===== src/rtl/cache_line_evict.sv =====
// Cache line writeback engine: reads one line through the shared bank read port and writes it to memory as a BANK_NUM-beat burst.
// Optional CACHE_EVICT_DIRTY_STRB_EN: drive per-beat write strobes from the latched byte dirty mask instead of all-ones.
module cache_line_evict #(
  parameter int INDEX_AW = 8,
  parameter int TAG_W    = 20,
  parameter int DATA_W   = 32,
  parameter int BANK_NUM = 4,
  parameter int ADDR_W   = 32
) (
  input  logic                         clk,
  input  logic                         rst,
  input  logic                         req_valid_i,
  output logic                         req_ready_o,
  input  logic [INDEX_AW-1:0]          req_index_i,
  input  logic [TAG_W-1:0]             req_tag_i,
  input  logic [BANK_NUM*4-1:0]        req_dirty_i,
  output logic                         bank_rd_req_o,
  input  logic                         bank_rd_gnt_i,
  output logic [INDEX_AW-1:0]          bank_index_o,
  input  logic [BANK_NUM*DATA_W-1:0]   bank_rd_data_i,
  output logic                         mem_aw_valid_o,
  input  logic                         mem_aw_ready_i,
  output logic [ADDR_W-1:0]            mem_aw_addr_o,
  output logic                         mem_w_valid_o,
  input  logic                         mem_w_ready_i,
  output logic [DATA_W-1:0]            mem_w_data_o,
  output logic [3:0]                   mem_w_strb_o,
  output logic                         mem_w_last_o,
  input  logic                         mem_b_valid_i,
  output logic                         mem_b_ready_o,
  output logic                         busy_o,
  output logic                         done_o
);
  localparam int BEAT_W = (BANK_NUM > 1) ? $clog2(BANK_NUM) : 1;
  localparam logic [BEAT_W-1:0] LAST_BEAT = BEAT_W'(BANK_NUM - 1);

  typedef enum logic [2:0] {S_IDLE, S_RD, S_CAP, S_AW, S_W, S_B} state_t;

  state_t                            r_state;
  state_t                            w_next;
  logic [INDEX_AW-1:0]               r_index;
  logic [TAG_W-1:0]                  r_tag;
  logic [BANK_NUM-1:0][DATA_W-1:0]   r_line;
  logic [BEAT_W-1:0]                 r_beat;
  logic                              r_done;
  logic                              w_last;

`ifdef CACHE_EVICT_DIRTY_STRB_EN
  logic [BANK_NUM*4-1:0]             r_dirty;
`else
  logic                              w_unused_dirty;
  assign w_unused_dirty = ^req_dirty_i;
`endif

  assign w_last = (r_beat == LAST_BEAT);

  always_ff @(posedge clk) begin
    if (rst) r_state <= S_IDLE;
    else     r_state <= w_next;
  end

  always_comb begin
    w_next = r_state;
    case (r_state)
      S_IDLE: if (req_valid_i)             w_next = S_RD;
      S_RD:   if (bank_rd_gnt_i)           w_next = S_CAP;
      S_CAP:                               w_next = S_AW;
      S_AW:   if (mem_aw_ready_i)          w_next = S_W;
      S_W:    if (mem_w_ready_i && w_last) w_next = S_B;
      S_B:    if (mem_b_valid_i)           w_next = S_IDLE;
      default:                             w_next = S_IDLE;
    endcase
  end

  // Datapath: latched request, line buffer, beat counter and done pulse.
  always_ff @(posedge clk) begin
    if (rst) begin
      r_index <= '0;
      r_tag   <= '0;
      r_line  <= '0;
      r_beat  <= '0;
      r_done  <= 1'b0;
`ifdef CACHE_EVICT_DIRTY_STRB_EN
      r_dirty <= '0;
`endif
    end else begin
      r_done <= (r_state == S_B) && mem_b_valid_i;
      case (r_state)
        S_IDLE: if (req_valid_i) begin
          r_index <= req_index_i;
          r_tag   <= req_tag_i;
`ifdef CACHE_EVICT_DIRTY_STRB_EN
          r_dirty <= req_dirty_i;
`endif
        end
        S_CAP: r_line <= bank_rd_data_i;
        S_AW:  if (mem_aw_ready_i) r_beat <= '0;
        S_W:   if (mem_w_ready_i && !w_last) r_beat <= r_beat + BEAT_W'(1);
        default: ;
      endcase
    end
  end

  // Outputs depend only on state and registers, never directly on inputs.
  always_comb begin
    req_ready_o    = (r_state == S_IDLE);
    busy_o         = (r_state != S_IDLE);
    bank_rd_req_o  = (r_state == S_RD);
    bank_index_o   = r_index;
    mem_aw_valid_o = 1'b0;
    mem_aw_addr_o  = '0;
    mem_w_valid_o  = 1'b0;
    mem_w_data_o   = '0;
    mem_w_strb_o   = 4'h0;
    mem_w_last_o   = 1'b0;
    mem_b_ready_o  = (r_state == S_B);
    done_o         = r_done;
    if (r_state == S_AW) begin
      mem_aw_valid_o = 1'b1;
      mem_aw_addr_o  = ADDR_W'({r_tag, r_index, 4'b0000});
    end
    if (r_state == S_W) begin
      mem_w_valid_o = 1'b1;
      mem_w_data_o  = r_line[r_beat];
      mem_w_last_o  = w_last;
`ifdef CACHE_EVICT_DIRTY_STRB_EN
      mem_w_strb_o  = r_dirty[{r_beat, 2'b00} +: 4];
`else
      mem_w_strb_o  = 4'hF;
`endif
    end
  end

endmodule


===== config.mk =====
export PLATFORM = sky130hd
export DESIGN_NAME = cache_line_evict
export DESIGN_NICKNAME = d
export VERILOG_FILES = /design/src/rtl/cache_line_evict.sv
export SDC_FILE = /design/constraint.sdc
export NUM_CORES = 1
export LEC_CHECK = 0
export CAP_MARGIN = 25
export CORE_MARGIN = 5
export CORE_UTILIZATION = 48
export DETAILED_ROUTE_END_ITERATION = 6
export PLACE_DENSITY = 0.85
export SLEW_MARGIN = 20
export SYNTH_ARGS = -nofsm -noshare
export SYNTH_HDL_FRONTEND = slang
export SYNTH_SLANG_ARGS = --single-unit

===== constraint.sdc =====
create_clock -name clk -period 3.48 [get_ports clk]
set_input_delay 0.87 -clock clk [delete_from_list [all_inputs] [get_ports clk]]
set_output_delay 0.87 -clock clk [all_outputs]
set_load 0.01 [all_outputs]

### Word level (Yosys, flattened, before mapping)

Cells that the tools add are included.

| storage, ports and cells | value |
|---|---|
| register bits | 162 |
| bits of input ports | 179 |
| word-level logic and storage cells | 50 |

| cells by class | value |
|---|---|
| add/subtract/negate cells | 1 |
| order comparisons | 1 |
| equality and inequality tests | 12 |
| mux-type cells | 17 |
| reductions and logical operators | 10 |

Operators by type and width:

| kind | count |
|---|---|
| 2-to-1 mux 32 bit | 3 |
| binary-select mux 32 bit (select 2 bit) | 1 |
| case mux 3 bit (6 select lines) | 1 |
| 2-to-1 mux 3 bit | 5 |
| != test 2 bit, second input constant | 5 |
| == test 3 x 2 -> 1 bit, second input constant | 2 |
| == test 3 bit, second input constant | 2 |
| AND reduction 5 bit | 1 |
| 2-to-1 mux 2 bit | 2 |
| 2-to-1 mux 4 bit | 1 |
| case mux 2 bit (2 select lines) | 1 |
| == test 3 x 1 -> 1 bit, second input constant | 1 |
| logical AND 1 bit | 3 |
| zero test 3 bit | 1 |
| < comparator 2 x 3 -> 1 bit, second input constant | 1 |
| 2-to-1 mux 1 bit | 3 |
| AND reduction 3 bit | 1 |
| nonzero test 3 bit | 1 |
| adder 2 x 1 -> 2 bit, second input constant | 1 |
| == test 2 bit, second input constant | 1 |
| != test 2 x 1 -> 1 bit, second input constant | 1 |
| AND reduction 2 bit | 1 |
| nonzero test 2 bit | 1 |
| zero test 1 bit | 1 |

### Longest topological paths before layout

| depth | value |
|---|---|
| depth in word-level cells | 5 |
| depth in mapped cells | 6 |

### Worst setup path before layout

Ideal clock, no wire load.

| path | value |
|---|---|
| kind | reg-to-output |
| start point | register r_beat[0] |
| end point | output port mem_w_data_o[10] |
| arrival | 1463 ps |
| required time | 2610 ps |
| slack | 1147 ps |
| stages on the path, launching flop included | 5 |
| path buffers | 2 |
| cell sequence | dfxtp_1 buf_2 buf_4 mux4_2 and3_1 |

| on the way | value |
|---|---|
| word-level cells in the longest chain between the ends | 3 |

RTL lines:

| item | line | text |
|---|---|---|
| start: declaration | 44 | `logic [BEAT_W-1:0] r_beat;` |
| start signal: assignment | 98 | `S_W: if (mem_w_ready_i && !w_last) r_beat <= r_beat + BEAT_W'(1);` |
| binary-select mux 32 bit (select 2 bit) | 124 | `mem_w_data_o = r_line[r_beat];` |
| 2-to-1 mux 32 bit (not written as such) | 124 |  |
| 2-to-1 mux 32 bit | 122 | `if (r_state == S_W) begin` |
| end: declaration | 26 | `output logic [DATA_W-1:0] mem_w_data_o,` |

Every way passes these cells. The select of a mux whose other input is x is not followed.

### Final worst setup path

| path | value |
|---|---|
| start point | register r_state[2] |
| end point | output port mem_aw_addr_o[11] |

| on the way | value |
|---|---|
| word-level cells in the longest chain between the ends | 2 |

RTL lines:

| item | line | text |
|---|---|---|
| start: declaration | 39 | `state_t r_state;` |
| start signal: assignment | 59 | `else r_state <= w_next;` |
| == test 3 x 2 -> 1 bit | 118 | `if (r_state == S_AW) begin` |
| 2-to-1 mux 32 bit | 118 |  |
| end: declaration | 23 | `output logic [ADDR_W-1:0] mem_aw_addr_o,` |

Every way passes these cells.

==> impl_results.md <==
* Outcome: completed
* Final Non-Filler Cells at 1241
* GRT Resource Usage Total at 0.229
* Routed WL at 20600 um
* Htree depth at 4
* Die X at 132 um
* Placer Congestion at just over 0.8
* Req. time, crit path at 2.61 ns
* DR iter-0 viols at 490
* Die area at 17300 sq um
* Hold path startpoint: r_tag[1]$_SDFFE_PP0P_
* Post-Synthesis Cell Area at 7100 sq um
* Root Buffer: clkbuf_16
* Detailed Place HPWL at 13800 um
* First-pass GRT wire length at about 32000 um
* Reg2Reg Depth at 4
* Post-synth top area share at 0.457
* Worst slew margin at 0.390
* Most common cell after layout, fill and taps aside: nand2_1
* Clock transition at path regs at roughly 0.06 ns
* Worst slew pin tran at slightly above 0.9 ns
* FF-to-FF End: r_line[37]$_SDFFE_PP0N_
* Final setup violation count at 0
* Share of post-route cells with drive strength above 1 at 0.0795
* CTS max path bufs at 2
* Number of flops mapped to enable cells by yosys at 0
* Maximum clock frequency at 302 MHz
* Reg2Reg Setup Slack at roughly 1.4 ns
* Worst R2R Start: r_state[2]$_SDFFE_PP0P_
* Synth async-reset ratio at 0
* Post-CTS Hold Buffers at 0
* Hold Path Sink: r_tag[1]$_SDFFE_PP0P_
* DR WL/cell at 16.6 um
* Post-route setup TNS at 0 ns
* Area Growth Syn to Fin at 41.8%
* Cell count of the worst hold path at 2
* Site Rows at 44
* I/O Pins at 263
* Post-route DRC violation count at 0
* Critical path class: flip-flop to output pin
* Total core area at roughly 15000 sq um
* Max cap viols at 0
* Synth unique cells at 33
* Via-to-Cell Ratio at around 5.3
* GR Overflow Total at 0
* CTS tree: built
* Mapped Cells at 846
* Routed Antenna Nets at 0
* Die height at between 100 and 150 um
* Diode count at 0
* CTS resizes at 0
* Initial Utilization at 0.489
* Antenna violations before repair at 0
* Vias in the first global route at 6420
* Min-Delay Path Class: flip-flop to flip-flop
* Seq/Total Area, Yosys at 0.457
* Hold Vio Cnt, Final at 0
* Tcrit/Tclk final at 0.951
* Commonest cells after routing, fill and taps aside: nand2_1, clkdlybuf4s50_1, a21oi_1, dfxtp_1, and3_1
* Clock Sinks at 162
* Number of synthesized register bits at 162
* Num CTS Buffers at 17
* Largest net degree at the start of global routing at 110
* Synth Flop Type: dfxtp_1
* Synth warn at 0
* Placed cells at between 1000 and 1500
* CP arrival at 2.44 ns
* TritonRoute pass-1 iters at 5
* Maximum vdd ir drop at 0.303 mV
* CP max FO at 29
* Clk Latency, worst-skew pair at 0.42 ns
* Nets at roughly 1200
* Worst setup EP type: output pin
* Buffers on Ports at 242
* Max-slew violation total from the final report at 0
* Hold WS at 0.447 ns
* Worst clock skew at 0.00757 ns
* Min Tclk post-route at approximately 3.3 ns
* Vias after detailed routing at 6608
* Cell taking the most area after synthesis: dfxtp_1
* RSZ-0062 raised after global routing: false
* Top post-synthesis cells by area: dfxtp_1, nand2_1, a21oi_1
* Leakage power at roughly 3.6 nW
* Power Dens Cells at 455 nW/um^2
* Post-CTS Setup Inserts at 0
* Mapped Avg Cell Area at 8.40 sq um
* Startpoint types: flip-flop
==> power breakdown <==
group / switching [mW] / internal, mW / total (mW) / leakage, nW
registers: 0.0451 / 1.94 / 1.99 / 1.32
clock network: 0.726 / 1.33 / 2.05 / 0.317
logic: 0.255 / 0.291 / 0.546 / 1.98
==> worst max-delay path, cell delays in order, from the launching register on <==
cell             delay [ns]
dfxtp_1                0.46
inv_1                  0.15
and3_1                 0.64
and2_1                 0.22
clkdlybuf4s50_1        0.55
==> how the worst max path moves through the flow <==
stage                                   end                    start  cells after the start  slack [ns]
final                     mem_aw_addr_o[11]  r_state[2]$_SDFFE_PP0P_                      4        0.17
after detailed placement  mem_aw_addr_o[31]  r_state[2]$_SDFFE_PP0P_                      4        0.61
after global routing      mem_aw_addr_o[31]  r_state[2]$_SDFFE_PP0P_                      4       0.009
after CTS                 mem_aw_addr_o[31]  r_state[2]$_SDFFE_PP0P_                      4        0.15
after floorplan            mem_w_data_o[10]   r_beat[0]$_SDFFE_PP0P_                      4        1.15
after global placement    mem_aw_addr_o[11]  r_state[2]$_SDFFE_PP0P_                      4        0.63
==> logic make-up after synthesis <==
logic type | share of synthesized area
and+or+nand+nor | 0.246
muxes | 0.101
buffers and inverters | 0.0745
DFF | 0.457
AOI/OAI and AO/OA | 0.119
other | 0.000528
adders and majority gates | 0.00176
==> layout make-up <==
cell class	instances	area, sq um
clock buffers	22	474
clock inverters	9	176
fillers	1142	4460
inverters	4	15.0
multi-input cells	602	3350
flip-flops and latches	162	3250
well taps	184	230
repair buffers	258	2580
==> layer usage <==
metal	GRT usage	vias up	wire length, um
li1	-	3206	-
met4	0.108	0	678
met1	0.272	3094	8210
met5	0	-	0
met3	0.0661	55	1540
met2	0.382	253	10100
==> stage by stage <==
| stage | utilization | setup slack [ns] | area, sq um | power, mW |
|---|---|---|---|---|
| 2_1_floorplan | - | 1.15 | 7110 | 2.31 |
| 4_1_cts | 0.693 | 0.147 | 10100 | 4.62 |
| 3_3_place_gp | 0.648 | 0.634 | 9420 | 2.56 |
| 6_report | 0.693 | 0.171 | 10100 | 4.59 |
| 3_5_place_dp | 0.648 | 0.609 | 9420 | 2.57 |
| 5_1_grt | 0.693 | 0.00940 | 10100 | 4.75 |
==> cells in the mapped netlist (4+ instances only) <==
cell,n
and3_1,34
dfxtp_1,162
nor2_1,4
mux4_2,32
buf_4,15
and2_1,28
buf_2,21
inv_1,4
clkbuf_1,28
a21oi_1,160
buf_6,17
nand2_1,314
==> state kept, by name (all words and copies together), names as in the netlist <==
signal / cells
r_beat: 2
bank_index_o: 8
r_tag: 20
r_state: 3
r_line: 128
done_o: 1
Power figures use the tool's default switching activity.
==> RTL edit 1, RTL diff (same settings) <==
Add a define of `CACHE_EVICT_DIRTY_STRB_EN`.
--- a/src/rtl/cache_line_evict.sv
+++ b/src/rtl/cache_line_evict.sv
@@ -2,2 +2,4 @@
 // Optional CACHE_EVICT_DIRTY_STRB_EN: drive per-beat write strobes from the latched byte dirty mask instead of all-ones.
+`define CACHE_EVICT_DIRTY_STRB_EN
+
 module cache_line_evict #(
Behaviour: not the same (a bounded check fails within 10 cycles, from zero or initial values and one cycle with rst high).
==> RTL edit 1 against the unedited design <==
Sequential cell count is 16 higher; count of clock-buffer cells in the layout shrank 5; critical endpoint is now mem_aw_addr_o[20]; cell area increased by 7.7%; routed wire length increased by 6.7%; critical path type unchanged; maximum frequency up 0.50%; worst setup slack gained 0.017 ns; power increased by 0.44%; largest power group is now sequential cells; synthesized area increased by 7.6%.
==> RTL edit 1: results (changes against the unedited design) <==
The net switching power of the design is 0.00120 W (+17%). The fraction of synthesized area in multiplexers came out at 0.108 (+0.00608). The worst endpoint data arrival time is 2.42 ns (-0.02 ns). The biggest fanout along the worst timing path came out at 19 (-34%). The sequential cell area share was 0.329 (+0.00667). The total number of multi-input combinational cells is 653 (+8.5%). The placement-stage worst setup slack came out at 0.469 ns (-0.141 ns).

The count of filler cells inserted in the layout is 1318 (+15%). The worst relative slew slack is 0.498 (+0.108). The launch instance of the worst register-to-register path is r_state[0].

The number of buffers outside the clock class in the layout came out at 274 (+6.2%). The total power density per cell area was 425 mW/mm² (-6.8%). The initial antenna violation count was 1 (+1). The reported leakage power came out at 3.71 nW (+2.7%). The destination of the worst register-to-register timing path is r_line[27]. The fraction of area in non-clock buffers came out at 0.257 (+0.00105). The proportion of layout cells with a drive suffix above 1 came out at 0.0814 (+0.00197). The number of clock sinks seen by CTS came out at 178 (+9.9%).

The number of rows created at floorplan is 46 (+4.5%). The total routed wire length on the met1 layer was 9000 µm (+9.6%). The number of global-route vias before repair came out at 6890 (+7.3%).

The final-layout clock-cell area share is 0.0519 (-0.0127). The met2 layer wire length in the routed design came to 11000 µm (+8.4%). The aggregate global-route resource usage came out at 0.230 (+0.000807). The final instance count without filler cells came out at 1359 (+9.5%). The number of nets in the layout was 1309 (+6.9%). The reg2reg setup slack is 1.49 ns (+0.13 ns).

The most critical setup path has its startpoint at r_state[1]. The number of DRC violations after detailed-routing iteration 0 was 453 (-7.6%). The distinct cell type count after synthesis is 31 (-6.1%).

The wire length of the first global-routing pass is 34100 µm (+5.2%). By count the netlist is led by sky130_fd_sc_hd__nand2_1, sky130_fd_sc_hd__dfxtp_1, sky130_fd_sc_hd__a21oi_1. The clock skew after layout came to 0.00463 ns (-0.00294 ns). The flow ran to the end, and the final reports show no timing, DRC or antenna violations. The placement-stage cell area is 0.0103 mm² (+9.1%).

The part of the Yosys area used for sequential elements came to 0.466 (+0.00962). After synthesis, the cell types taking the most area are sky130_fd_sc_hd__dfxtp_1, sky130_fd_sc_hd__nand2_1, sky130_fd_sc_hd__a21oi_1, sky130_fd_sc_hd__mux4_2, sky130_fd_sc_hd__nor2b_1.
[RTL edit 1: cell count changes in the layout (fill, tap and decap cells not counted), moves of 5 or more]
cell and change:
sky130_fd_sc_hd__a21oi_1 +15, sky130_fd_sc_hd__and3_1 -30, sky130_fd_sc_hd__bufinv_16 -5, sky130_fd_sc_hd__clkdlybuf4s50_1 +16
sky130_fd_sc_hd__clkinv_4 +5, sky130_fd_sc_hd__dfxtp_1 +16, sky130_fd_sc_hd__nand2_1 +32, sky130_fd_sc_hd__nor2b_1 +36
[RTL edit 1: layer usage]
layer  GRT usage  up-vias
met2       0.392      260
met4      0.0946        0
met5           0        -
li1            -     3437
met1       0.283     3305
met3      0.0466       54
[RTL edit 1: worst max-delay path: stages (launching register included)]
cell	delay, ns
sky130_fd_sc_hd__dfxtp_1	0.60
sky130_fd_sc_hd__and3_1	0.51
sky130_fd_sc_hd__buf_12	0.19
sky130_fd_sc_hd__and2_1	0.15
sky130_fd_sc_hd__clkdlybuf4s50_1	0.54
==> RTL edit 2, RTL diff (same settings) <==
Made on the original files. The 6 states of `state_t` get a one-hot encoding in 6 bits.
--- a/src/rtl/cache_line_evict.sv
+++ b/src/rtl/cache_line_evict.sv
@@ -36,3 +36,3 @@
 
-  typedef enum logic [2:0] {S_IDLE, S_RD, S_CAP, S_AW, S_W, S_B} state_t;
+  typedef enum logic [5:0] {S_IDLE = 6'b000001, S_RD = 6'b000010, S_CAP = 6'b000100, S_AW = 6'b001000, S_W = 6'b010000, S_B = 6'b100000} state_t;
 
Formal check against the unedited RTL: no difference found for any inputs over 10 cycles, from zero or initial values and one cycle with rst high; not proved beyond that.
==> RTL edit 2 against the unedited design <==
Sequential cell count grew 3; count of clock-buffer cells in the layout decreased by 2; synthesized area fell by 1.1%; largest cell class unchanged; highest routed layer unchanged; die area decreased by 0.99%; utilization increased by 0.88 points; worst setup slack worse by 0.055 ns; synthesized cell count rose by 0.59%; routed wire length is 1.4% lower; cell area is 0.51% higher; power fell by 11%.
==> RTL edit 2: results (changes against the unedited design) <==
The run finished with clean final reports. The placement-stage worst setup slack is 0.536 ns (-0.0736 ns). The fraction of area in non-clock buffers is 0.260 (+0.00365).

The largest net degree at the start of global routing came out at 74 (-33%). The share of the final layout cell area in multi-input gates is 0.333 (+0.000662). The commonest cells after synthesis are sky130_fd_sc_hd__nand2_1, sky130_fd_sc_hd__dfxtp_1, sky130_fd_sc_hd__a21oi_1. The via count is 6622 (+0.21%).

The worst slack on hold paths came out at 0.449 ns (+0.00180 ns). The aggregate global-route resource usage came out at 0.233 (+0.00452). The global-route track usage on met1 came out at 0.274 (+0.00248). In this run the critical register-to-register path is captured at r_state[0].

The reg2reg setup slack came out at 1.10 ns (-0.26 ns). The wire length of the first global-routing pass came out at 31500 µm (-2.9%). The worst endpoint data arrival time came out at 2.49 ns (+0.05 ns). The slew at the pin with the worst max-slew slack came out at 0.817 ns (-0.0981 ns).

The met2 layer usage reported by global route is 0.395 (+0.0131). The number of DRC violations after detailed-routing iteration 0 came to 354 (-28%). By area the synthesized netlist is led by sky130_fd_sc_hd__dfxtp_1, sky130_fd_sc_hd__nand2_1, sky130_fd_sc_hd__a21oi_1, sky130_fd_sc_hd__mux4_2, sky130_fd_sc_hd__and3_1. The number of nets in the layout is 1238 (+1.1%). The gate count of the mapped netlist was 851 (+0.59%). The met2 layer wire length in the routed design is 9770 µm (-3.6%). The final core area utilization came out at 0.702 (+0.00885).

The endpoint of the worst hold path is r_tag[16]. The start point of the worst hold path is r_tag[16]. The final-layout clock-cell area share is 0.0554 (-0.00923). The count of filler cells inserted in the layout came out at 1117 (-2.2%). The post-detailed-routing wire length came out at 20300 µm (-1.4%). The number of global-route vias before repair was 6463 (+0.67%). In this run the critical register-to-register path is launched from r_state[5].
-- RTL edit 2: cell count changes in the layout (fill, tap and decap cells not counted), sizes merged, moves of 3 or more --
cell and change:
clkinv +5, bufinv -4, dfxtp +3, nor2 +3
buf +4, or4 +3, nand3b +3
-- RTL edit 2: cells by family after synthesis --
| logic type | Yosys count | share of synthesized area |
|---|---|---|
| AOI/OAI and AO/OA | 166 | 0.122 |
| and+or+nand+nor | 403 | 0.248 |
| DFF | 165 | 0.470 |
| adders and majority gates | 1 | 0.00178 |
| other | 1 | 0.000534 |
| muxes | 32 | 0.103 |
| buffers and inverters | 83 | 0.0547 |
-- RTL edit 2: worst max-delay path: stages (launching register included) --
cell	delay, ns
sky130_fd_sc_hd__dfxtp_1	0.37
sky130_fd_sc_hd__or4_4	0.60
sky130_fd_sc_hd__nor2_1	0.18
sky130_fd_sc_hd__buf_6	0.22
sky130_fd_sc_hd__and2_1	0.17
sky130_fd_sc_hd__clkdlybuf4s50_1	0.54
-- RTL edit 2: power groups by stage --
stage          registers [W]  logic, W  clock network (W)
2_1_floorplan        0.00198  0.000115                  0
3_3_place_gp         0.00198  0.000356                  0
3_5_place_dp         0.00198  0.000358                  0
4_1_cts              0.00194  0.000360            0.00180
5_1_grt              0.00194  0.000388            0.00188
6_report             0.00194  0.000359            0.00177
-- RTL edit 2: worst max path at each step --
stage,start,endpoint,slack (ns)
2_1_floorplan,r_beat[0],mem_w_data_o[10],0.88
3_3_place_gp,r_state[5],mem_aw_addr_o[20],0.56
3_5_place_dp,r_state[5],mem_aw_addr_o[20],0.54
4_1_cts,r_state[5],mem_aw_addr_o[20],0.08
5_1_grt,r_beat[1],mem_w_data_o[9],0.003
6_report,r_state[5],mem_aw_addr_o[8],0.12
